--- config.mk ---
export PLATFORM = sky130hd
export DESIGN_NAME = freq_reporter_flat
export DESIGN_NICKNAME = d
export VERILOG_FILES = /design/src/rtl/freq_reporter_if.sv /design/src/rtl/freq_reporter.sv /design/src/flat_wrapper.sv
export SDC_FILE = /design/constraint.sdc
export NUM_CORES = 1
export LEC_CHECK = 0
export ABC_AREA = 1
export CORE_UTILIZATION = 45
export DETAILED_ROUTE_END_ITERATION = 8
export PLACE_DENSITY = 0.74
export SYNTH_ARGS = -nofsm -noshare
export SYNTH_HDL_FRONTEND = slang
export SYNTH_SLANG_ARGS = --single-unit
--- constraint.sdc ---
create_clock -name clk -period 7.48 [get_ports clk]
set_input_delay 1.496 -clock clk [delete_from_list [all_inputs] [get_ports clk]]
set_output_delay 1.496 -clock clk [all_outputs]
set_load 0.01 [all_outputs]
--- src/rtl/freq_reporter_if.sv ---
// Measurement-in / transmitter-out signal bundle for freq_reporter.
// master: the environment (measurement source and word transmitter).
// slave:  the reporter itself.
interface freq_reporter_if;
   logic        meas_valid;
   logic [31:0] meas_count;
   logic        tx_busy;
   logic        tx_start;
   logic [31:0] tx_word;
   logic [2:0]  tx_bytes;
   logic        sending;
   logic        overrun;
   logic        timeout_err;

   modport master (
      output meas_valid,
      output meas_count,
      output tx_busy,
      input  tx_start,
      input  tx_word,
      input  tx_bytes,
      input  sending,
      input  overrun,
      input  timeout_err
   );

   modport slave (
      input  meas_valid,
      input  meas_count,
      input  tx_busy,
      output tx_start,
      output tx_word,
      output tx_bytes,
      output sending,
      output overrun,
      output timeout_err
   );
endinterface

--- src/rtl/freq_reporter.sv ---
// Frequency reporter: buffers one measurement and ships it to a word transmitter
// as a three-segment frame (sync word, 32-bit count, one-byte checksum).
module freq_reporter #(
   parameter logic [15:0] SYNC_WORD = 16'h55AA,
   parameter int unsigned TIMEOUT   = 8
) (
   input  logic            clk,
   input  logic            rst_n,
   freq_reporter_if.slave  bus_io
);

   typedef enum logic [1:0] {StIdle, StIssue, StWaitBusy, StWaitDone} state_e;
   typedef enum logic [1:0] {SegSync, SegData, SegCsum} seg_e;

   // Last counter value before the wait for tx_busy is abandoned.
   localparam logic [3:0] TimeoutLast = 4'(TIMEOUT - 1);

   state_e      state_q;
   seg_e        seg_q;
   logic [31:0] act_count_q;
   logic [7:0]  csum_q;
   logic [3:0]  cnt_q;
   logic        tx_start_q;
   logic [31:0] tx_word_q;
   logic [2:0]  tx_bytes_q;
   logic        timeout_err_q;

   logic [31:0] pend_count_q;
   logic        pend_valid_q;
   logic        overrun_q;

   logic        consume;
   logic [7:0]  pend_sum;

   // The idle engine takes the pending value in the same cycle it sees it.
   assign consume  = (state_q == StIdle) && pend_valid_q;
   assign pend_sum = pend_count_q[7:0] + pend_count_q[15:8]
                   + pend_count_q[23:16] + pend_count_q[31:24];

   // One-deep pending buffer; a new value wins over an unconsumed one.
   always_ff @(posedge clk or negedge rst_n) begin
      if (!rst_n) begin
         pend_count_q <= '0;
         pend_valid_q <= 1'b0;
         overrun_q    <= 1'b0;
      end else begin
         overrun_q <= bus_io.meas_valid && pend_valid_q && !consume;
         if (bus_io.meas_valid) begin
            pend_count_q <= bus_io.meas_count;
            pend_valid_q <= 1'b1;
         end else if (consume) begin
            pend_valid_q <= 1'b0;
         end
      end
   end

   // Frame engine: issue each segment, wait for the transmitter to take it and finish.
   always_ff @(posedge clk or negedge rst_n) begin
      if (!rst_n) begin
         state_q       <= StIdle;
         seg_q         <= SegSync;
         act_count_q   <= '0;
         csum_q        <= '0;
         cnt_q         <= '0;
         tx_start_q    <= 1'b0;
         tx_word_q     <= '0;
         tx_bytes_q    <= '0;
         timeout_err_q <= 1'b0;
      end else begin
         tx_start_q    <= 1'b0;
         timeout_err_q <= 1'b0;
         unique case (state_q)
            StIdle: begin
               if (pend_valid_q) begin
                  act_count_q <= pend_count_q;
                  csum_q      <= 8'h00 - pend_sum;
                  seg_q       <= SegSync;
                  tx_word_q   <= {16'h0000, SYNC_WORD};
                  tx_bytes_q  <= 3'd2;
                  state_q     <= StIssue;
               end
            end
            StIssue: begin
               if (!bus_io.tx_busy) begin
                  tx_start_q <= 1'b1;
                  cnt_q      <= '0;
                  state_q    <= StWaitBusy;
               end
            end
            StWaitBusy: begin
               if (bus_io.tx_busy) begin
                  state_q <= StWaitDone;
               end else if (cnt_q == TimeoutLast) begin
                  // Transmitter never acknowledged: drop the whole frame.
                  timeout_err_q <= 1'b1;
                  state_q       <= StIdle;
               end else begin
                  cnt_q <= cnt_q + 4'd1;
               end
            end
            StWaitDone: begin
               if (!bus_io.tx_busy) begin
                  unique case (seg_q)
                     SegSync: begin
                        seg_q      <= SegData;
                        tx_word_q  <= act_count_q;
                        tx_bytes_q <= 3'd4;
                        state_q    <= StIssue;
                     end
                     SegData: begin
                        seg_q      <= SegCsum;
                        tx_word_q  <= {24'h000000, csum_q};
                        tx_bytes_q <= 3'd1;
                        state_q    <= StIssue;
                     end
                     default: state_q <= StIdle;
                  endcase
               end
            end
            default: state_q <= StIdle;
         endcase
      end
   end

   assign bus_io.tx_start    = tx_start_q;
   assign bus_io.tx_word     = tx_word_q;
   assign bus_io.tx_bytes    = tx_bytes_q;
   assign bus_io.sending     = (state_q != StIdle);
   assign bus_io.overrun     = overrun_q;
   assign bus_io.timeout_err = timeout_err_q;

endmodule

--- src/flat_wrapper.sv ---
// flat-port wrapper written by rule: the top's interface ports become plain ports
module freq_reporter_flat 
#(
   parameter logic [15:0] SYNC_WORD = 16'h55AA,
   parameter int unsigned TIMEOUT   = 8
)
  (clk, rst_n, bus_io_meas_valid, bus_io_meas_count, bus_io_tx_busy, bus_io_tx_start, bus_io_tx_word, bus_io_tx_bytes, bus_io_sending, bus_io_overrun, bus_io_timeout_err);
  freq_reporter_if bus_io_i ();
  input  logic clk;
  input  logic rst_n;
  input wire logic [$bits(bus_io_i.meas_valid)-1:0] bus_io_meas_valid;
  input wire logic [$bits(bus_io_i.meas_count)-1:0] bus_io_meas_count;
  input wire logic [$bits(bus_io_i.tx_busy)-1:0] bus_io_tx_busy;
  output wire logic [$bits(bus_io_i.tx_start)-1:0] bus_io_tx_start;
  output wire logic [$bits(bus_io_i.tx_word)-1:0] bus_io_tx_word;
  output wire logic [$bits(bus_io_i.tx_bytes)-1:0] bus_io_tx_bytes;
  output wire logic [$bits(bus_io_i.sending)-1:0] bus_io_sending;
  output wire logic [$bits(bus_io_i.overrun)-1:0] bus_io_overrun;
  output wire logic [$bits(bus_io_i.timeout_err)-1:0] bus_io_timeout_err;
  assign bus_io_i.meas_valid = bus_io_meas_valid;
  assign bus_io_i.meas_count = bus_io_meas_count;
  assign bus_io_i.tx_busy = bus_io_tx_busy;
  assign bus_io_tx_start = bus_io_i.tx_start;
  assign bus_io_tx_word = bus_io_i.tx_word;
  assign bus_io_tx_bytes = bus_io_i.tx_bytes;
  assign bus_io_sending = bus_io_i.sending;
  assign bus_io_overrun = bus_io_i.overrun;
  assign bus_io_timeout_err = bus_io_i.timeout_err;
  freq_reporter #(.SYNC_WORD(SYNC_WORD), .TIMEOUT(TIMEOUT)) u_core (.clk(clk), .rst_n(rst_n), .bus_io(bus_io_i));
endmodule
==> results.md <==
* Synthesized-area fraction occupied by adder cells at between 8 and 9%
* Initial core utilization at about 47%
* CP required at 5.98 ns
* Critical Setup Path Class: flop to primary output
* Most frequent cells in the layout: 169 x nand2_1, 117 x dfrtp_1, 72 x inv_1, 72 x clkdlybuf4s50_1, 64 x o21ai_0
* GR Util met1 at a little over a quarter
* Clock-pin slew on the worst setup and hold paths at approximately 0.05 ns
* Busiest grt layer: met2
* Via count at approximately 4,100
* Syn-to-layout area delta at 27.4%
* Post-synthesis mux area share at 0%
* Initial drt markers at about 340
* Grt ovf at 0
* Min-Delay Path Class: flop to flop
* Die Ht at 111 um
* Setup violations, final at 0
* Mapped Nets at approximately 640
* GR Layer Usage met3 at approximately 5.3%
* Syn Area/Cell at roughly 9.3 sq um
* Clk_lat worst skew at 0.41 ns
* Setup_tns at 0 ns
* Register area share after synthesis at a little over half
* Synth cell types at 34
* Number of I/O port buffers at 74
* Worst-path maximum fanout at 6
* FP Rows at 39
* Hold buffer count at cts at 0
* Slew margin rel. at about a third
* Compound-gate portion of the synthesized area at approximately a tenth
* Cells after synthesis at 574
* Layout cells sized above 1 at 8.66%
* Die area at 12,400 sq um
* Final Max Slew Viols at 0
* Async set or reset register ratio after synthesis at 100%
* Crit. End Element: primary output
* Part of the cycle the worst path needs at a little over two fifths
* Post-synthesis xor/xnor area fraction at less than 1%
* Setup Fix Bufs, Post-CTS at 0
* Peak VDD IR at roughly 0.18 mV
* Status: finished, violations left
* Worst slew pin tran at 0.992 ns
* H-tree levels at 4
* First drt pass iteration count at 7
* Ant diodes at 0
* Dpl hpwl at 8110 um
* CP Data Arrival Time at around 1.7 ns
* PostCTS Resize Cnt at 0
* Achievable clock frequency at roughly 0.32 GHz
* Largest family of logic cells by synthesized area: simple AND/OR/NAND/NOR gates
* Met2 GRT Util at 34.0%
* Vias in the first global route at around 4,200
* Commonest non-fill, non-tap cell in the layout: nand2_1
* Period minus WS final at 3.17 ns
* Post-route ant nets at 0
* Core area at around 12,000 sq um
* Placer Congestion at roughly 0.85
* Unrepaired setup endpoints after global routing: no
* Maxcap violations at 0
* Global-route wire length before repair at 20,200 um
* Final hold violations at 0
* Critical Path Start Type: flop
* Clock Sinks at approximately 120
* Drt via density at 5.12
* Die Wd at about 110 um
* Antenna violations before repair at 0
* Syn. warnings at 0
* Power density over the cells at about 430 nW/um^2
* Number of synthesized register bits at roughly 120
* NumNets Final at a little over 700
* Failing checks: design-rule violations
* Final wirelength at around 12,000 um
* Layout Cells excl Fill at 801
* CTS Buffer Depth at 2
* Clock skew at 0.00399 ns
* Post-Synth Simple-Gate Area at 19.1%
* Num CTS Buffers at 17
* Placed cells at 769
* Pin count of the biggest net entering global routing at 80
* Post-synth top flop: dfrtp_1
* DR WL/cell at roughly 15 um
* GRT Total Usage at about a fifth
* Root buffer cell: clkbuf_16
* I/O pins at 75
* Residual DRC at 10
* EDFF count, synth at 0
* Pleak at between 3 and 4 nW
* CTS tree: done
* Post-synth design cell area at between 5000 and 6000 sq um
==> metrics by stage <==
step                hold slack [ns]  util [%]  setup slack (ns)  area (sq um)  total power [mW]
floorplan                     0.449         -              4.58          5360              1.66
global placement              0.468      53.4              4.34          6150              1.95
detailed placement            0.465      53.4              4.27          6150              2.00
CTS                           0.480      59.3              4.31          6830              2.94
global route                  0.498      59.3              4.16          6830              3.11
finish                        0.481      59.3              4.31          6830              2.93
==> report_power, final <==
group          internal, mW  total, mW  switching, mW  leakage, nW
sequential            0.849      0.995          0.146         1.48
combinational         0.413       1.00          0.590         1.57
clock                 0.652      0.927          0.276        0.342
total                  1.91       2.93           1.01         3.39
==> cells in the mapped netlist (2+ instances only) <==
cell type / number / area [sq um]
a21oi_1: 11 / 55.1
buf_2: 6 / 30.0
buf_4: 3 / 22.5
buf_6: 4 / 45.0
clkbuf_1: 10 / 37.5
dfrtp_1: 117 / 2930
fa_1: 14 / 280
ha_1: 13 / 163
inv_1: 72 / 270
inv_2: 4 / 15.0
nand2_1: 169 / 634
nand2_4: 3 / 33.8
nand3_1: 36 / 180
nand4_1: 4 / 25.0
nor2_1: 6 / 22.5
nor2_4: 2 / 22.5
nor3_1: 3 / 15.0
o21ai_0: 64 / 320
o21ai_1: 9 / 45.0
o21ai_2: 5 / 43.8
o221ai_1: 4 / 35.0
xnor2_1: 3 / 26.3
==> layout make-up <==
class,instances,area [sq um]
clock buffers,24,522
clock inverters,8,165
fillers,952,4680
inverters,77,292
multi-input cells,357,2010
flip-flops and latches,117,2930
well taps,143,179
repair buffers,75,741
==> metal layers <==
| metal | vias up | part of all wire (%) |
|---|---|---|
| met5 | - | 0 |
| met4 | 0 | 1.8 |
| met3 | 20 | 4.6 |
| met2 | 97 | 49 |
| met1 | 2015 | 44 |
| li1 | 1971 | - |
==> state kept, by name, summed over array words and instances, names as in the netlist <==
signal,cells
u_core.act_count_q,32
u_core.bus_io.overrun,1
u_core.bus_io.timeout_err,1
u_core.bus_io.tx_bytes,2
u_core.bus_io.tx_start,1
u_core.bus_io.tx_word,32
u_core.cnt_q,4
u_core.csum_q,8
u_core.pend_count_q,32
u_core.pend_valid_q,1
u_core.seg_q,1
u_core.state_q,2
==> kinds of logic (layout without fill, tap and decap cells) <==
group / Yosys count / in the layout
compound gates: 95 / 95
xor+xnor: 3 / 3
fa+ha+maj: 27 / 27
buf+inv: 100 / 184
flops: 117 / 117
simple gates: 232 / 232
==> critical path, cell delays in order (launching register included) <==
cell	delay, ns
dfrtp_1	0.51
nor2_4	0.23
inv_1	0.06
clkdlybuf4s50_1	0.48
==> path summary, 6_finish.rpt <==
path,startpoint,end,slack [ns],depth (start not counted)
worst max-delay path,u_core.state_q[0]$_DFFE_PN0P_,bus_io_sending,4.31,3
worst min-delay path,u_core.bus_io.tx_word[26]$_DFFE_PN0P_,u_core.bus_io.tx_word[26]$_DFFE_PN0P_,0.48,2
worst max register to register,u_core.pend_count_q[9]$_DFFE_PN0P_,u_core.csum_q[6]$_DFFE_PN0P_,4.31,12
worst min register to register,u_core.bus_io.tx_word[26]$_DFFE_PN0P_,u_core.bus_io.tx_word[26]$_DFFE_PN0P_,0.48,2
max in group asynchronous,rst_n,u_core.bus_io.tx_word[25]$_DFFE_PN0P_,5.04,2
min in group asynchronous,rst_n,u_core.cnt_q[3]$_DFFE_PN0P_,1.06,1
No activity file was read; power rests on OpenSTA's default activity.
==> edit (same flow settings) <==
Reset style: synchronous (`rst_n`), changed in 2 clocked blocks.
--- a/src/rtl/freq_reporter.sv
+++ b/src/rtl/freq_reporter.sv
@@ -39,5 +39,5 @@
 
    // One-deep pending buffer; a new value wins over an unconsumed one.
-   always_ff @(posedge clk or negedge rst_n) begin
+   always_ff @(posedge clk) begin
       if (!rst_n) begin
          pend_count_q <= '0;
@@ -56,5 +56,5 @@
 
    // Frame engine: issue each segment, wait for the transmitter to take it and finish.
-   always_ff @(posedge clk or negedge rst_n) begin
+   always_ff @(posedge clk) begin
       if (!rst_n) begin
          state_q       <= StIdle;
Function: differs if rst_n is asserted again (counterexample within 4 cycles, from zero or initial values and one cycle with rst_n low); with rst_n held inactive, the same outputs for 10 cycles.
==> edit against the original RTL <==
Routed wire length is 2.7% lower. Largest cell class unchanged. Critical endpoint is now u_core.csum_q[6]. Area after synthesis shrank 5.5%. Fmax fell by 8.0%. Via count is 3.9% higher. Count of clock-buffer cells in the layout down 2. Core utilization decreased by 0.55 points. Worst setup slack worse by 0.28 ns. Sequential cell count unchanged. Power decreased by 25%. Final area decreased by 6.3%. Global-route usage up 0.41 points. Combinational power down 41%. First-iteration DRC count decreased by 7.5%. Highest routed layer unchanged.
==> edit: results <==
group,metric,value,unit
yosys,yosysWarnings,0,
global_routing,grt_antenna_before_repair,0,
yosys,yosysUniqueCellTypes,34,
final_layout,layout.nets,737,
yosys,seq_area_frac_synth,46.2,%
timing,maxSlewHeadroom,22.8,%
power,peakVddDrop,248,µV
clock_tree,htreeDepth,4,
placement,dp_hpwl,8.12,mm
yosys,synth_top_cells_by_count,"117 x dfxtp_1, 91 x a21oi_1, 79 x o21ai_0",
global_routing,grt_max_degree,81,
setup_path,path_max_fanout,3,
routing,num_vias,4263,
clock_tree,cts_resized,0,
power,power.leakage,2.54,nW
clock_tree,post-cts-setup-buffers,0,
min_path,min_path_type,"reg2reg",
clock_tree,numCtsBuffers,17,
global_routing,grt_usage,21.3,%
run_status,status,"complete, no violations",
clock_tree,cts.path.max_buffers,2,
final_layout,antenna_cells,0,
clock_tree,worst_skew_pair.late_latency,0.52,ns
placement,gp_congestion,0.814,
global_routing,grt_first_pass_wirelength,19.0,mm
timing,clock_skew,0.0103,ns
yosys,synth.area.top_cells,"dfxtp_1 46%, a21oi_1 9.0%, o21ai_0 7.8%",
placement,io_buffers,74,
yosys,syn_nets,679,
global_routing,grt_pass1_vias,4021,
final_layout,fillCellCount,991,
yosys,async_flop_share,0,%
routing,drtIter0Drc,310,
routing,finalWirelength,11.6,mm
routing,detail_route.first_pass.iterations,5,
setup_path,cp_data_arrival_time,3.86,ns
clock_tree,path_clk_slew,0.06,ns
final_layout,layout-drive-gt1-share,8.65,%
clock_tree,ctsRootBufferMaster,"clkbuf_8",
==> edit: changes by cell type in the layout (fill, tap and decap cells not counted), sizes merged, moves of 8 or more <==
cell | before | now
nand2 | 173 | 70
dfxtp | 0 | 117
dfrtp | 117 | 0
nor2 | 10 | 53
a21oi | 11 | 100
nand3 | 37 | 29
==> edit: routing by layer <==
metal  GRT usage [%]  wire [µm]  vias up
met5               0          0        -
met4            9.20        186        0
met3            5.79        770       17
met2            33.7       5440      135
met1            27.1       5250     1985
li1                -          -     2126
==> edit: stage by stage <==
stage / cells / hold slack, ns / worst slack [ns] / cell area, µm²
finish: 822 / 0.448 / 4.03 / 6400
global route: 822 / 0.482 / 3.89 / 6400
CTS: 822 / 0.452 / 4.02 / 6400
detailed placement: 790 / 0.444 / 3.80 / 5780
global placement: 790 / 0.436 / 3.92 / 5780
floorplan: 611 / 0.425 / 4.31 / 5070
==> edit: logic make-up (layout without fill, tap and decap cells) <==
kind of cell | Yosys count | count (layout) | share of synthesized area, %
AOI/OAI and AO/OA | 193 | 193 | 20.6
xor gates and xnor gates | 3 | 3 | 0.519
adders and majority gates | 32 | 32 | 9.98
buffers and inverters | 106 | 177 | 9.24
DFF | 117 | 117 | 46.2
and+or+nand+nor | 160 | 160 | 13.5
==> edit: cell type report <==
| class | count | share of cell area (%) |
|---|---|---|
| Multi-Input combinational cell | 388 | 35.2 |
| Timing Repair Buffer | 75 | 11.6 |
| Inverter | 70 | 4.14 |
| Clock inverter | 10 | 2.27 |
| Tap cell | 140 | 2.74 |
| Clock buffer | 22 | 7.39 |
| Sequential cell | 117 | 36.6 |
==> edit: worst max-delay path, cell delays in order, from the launching register on <==
cell	delay, ns
dfxtp_1	0.31
inv_1	0.10
fa_1	0.55
inv_1	0.06
fa_1	0.44
fa_1	0.51
inv_1	0.04
ha_1	0.22
fa_1	0.40
a21o_1	0.19
a21oi_1	0.19
xnor2_1	0.11
o21ai_0	0.15
inv_1	0.05
==> edit: power breakdown <==
part | leakage, nW | total [mW] | switching, mW | internal, mW
registers | 0.960 | 0.773 | 0.0557 | 0.717
clock network | 0.286 | 0.833 | 0.289 | 0.544
logic | 1.29 | 0.593 | 0.365 | 0.228
==> edit: path summary, 6_finish.rpt <==
path | start | end | slack (ns) | depth (start not counted)
setup reg to reg | u_core.pend_count_q[9] | u_core.csum_q[6] | 4.03 | 13
hold / removal | u_core.csum_q[0] | u_core.csum_q[0] | 0.45 | 2
setup / recovery | u_core.pend_count_q[9] | u_core.csum_q[6] | 4.03 | 13
hold reg to reg | u_core.csum_q[0] | u_core.csum_q[0] | 0.45 | 2
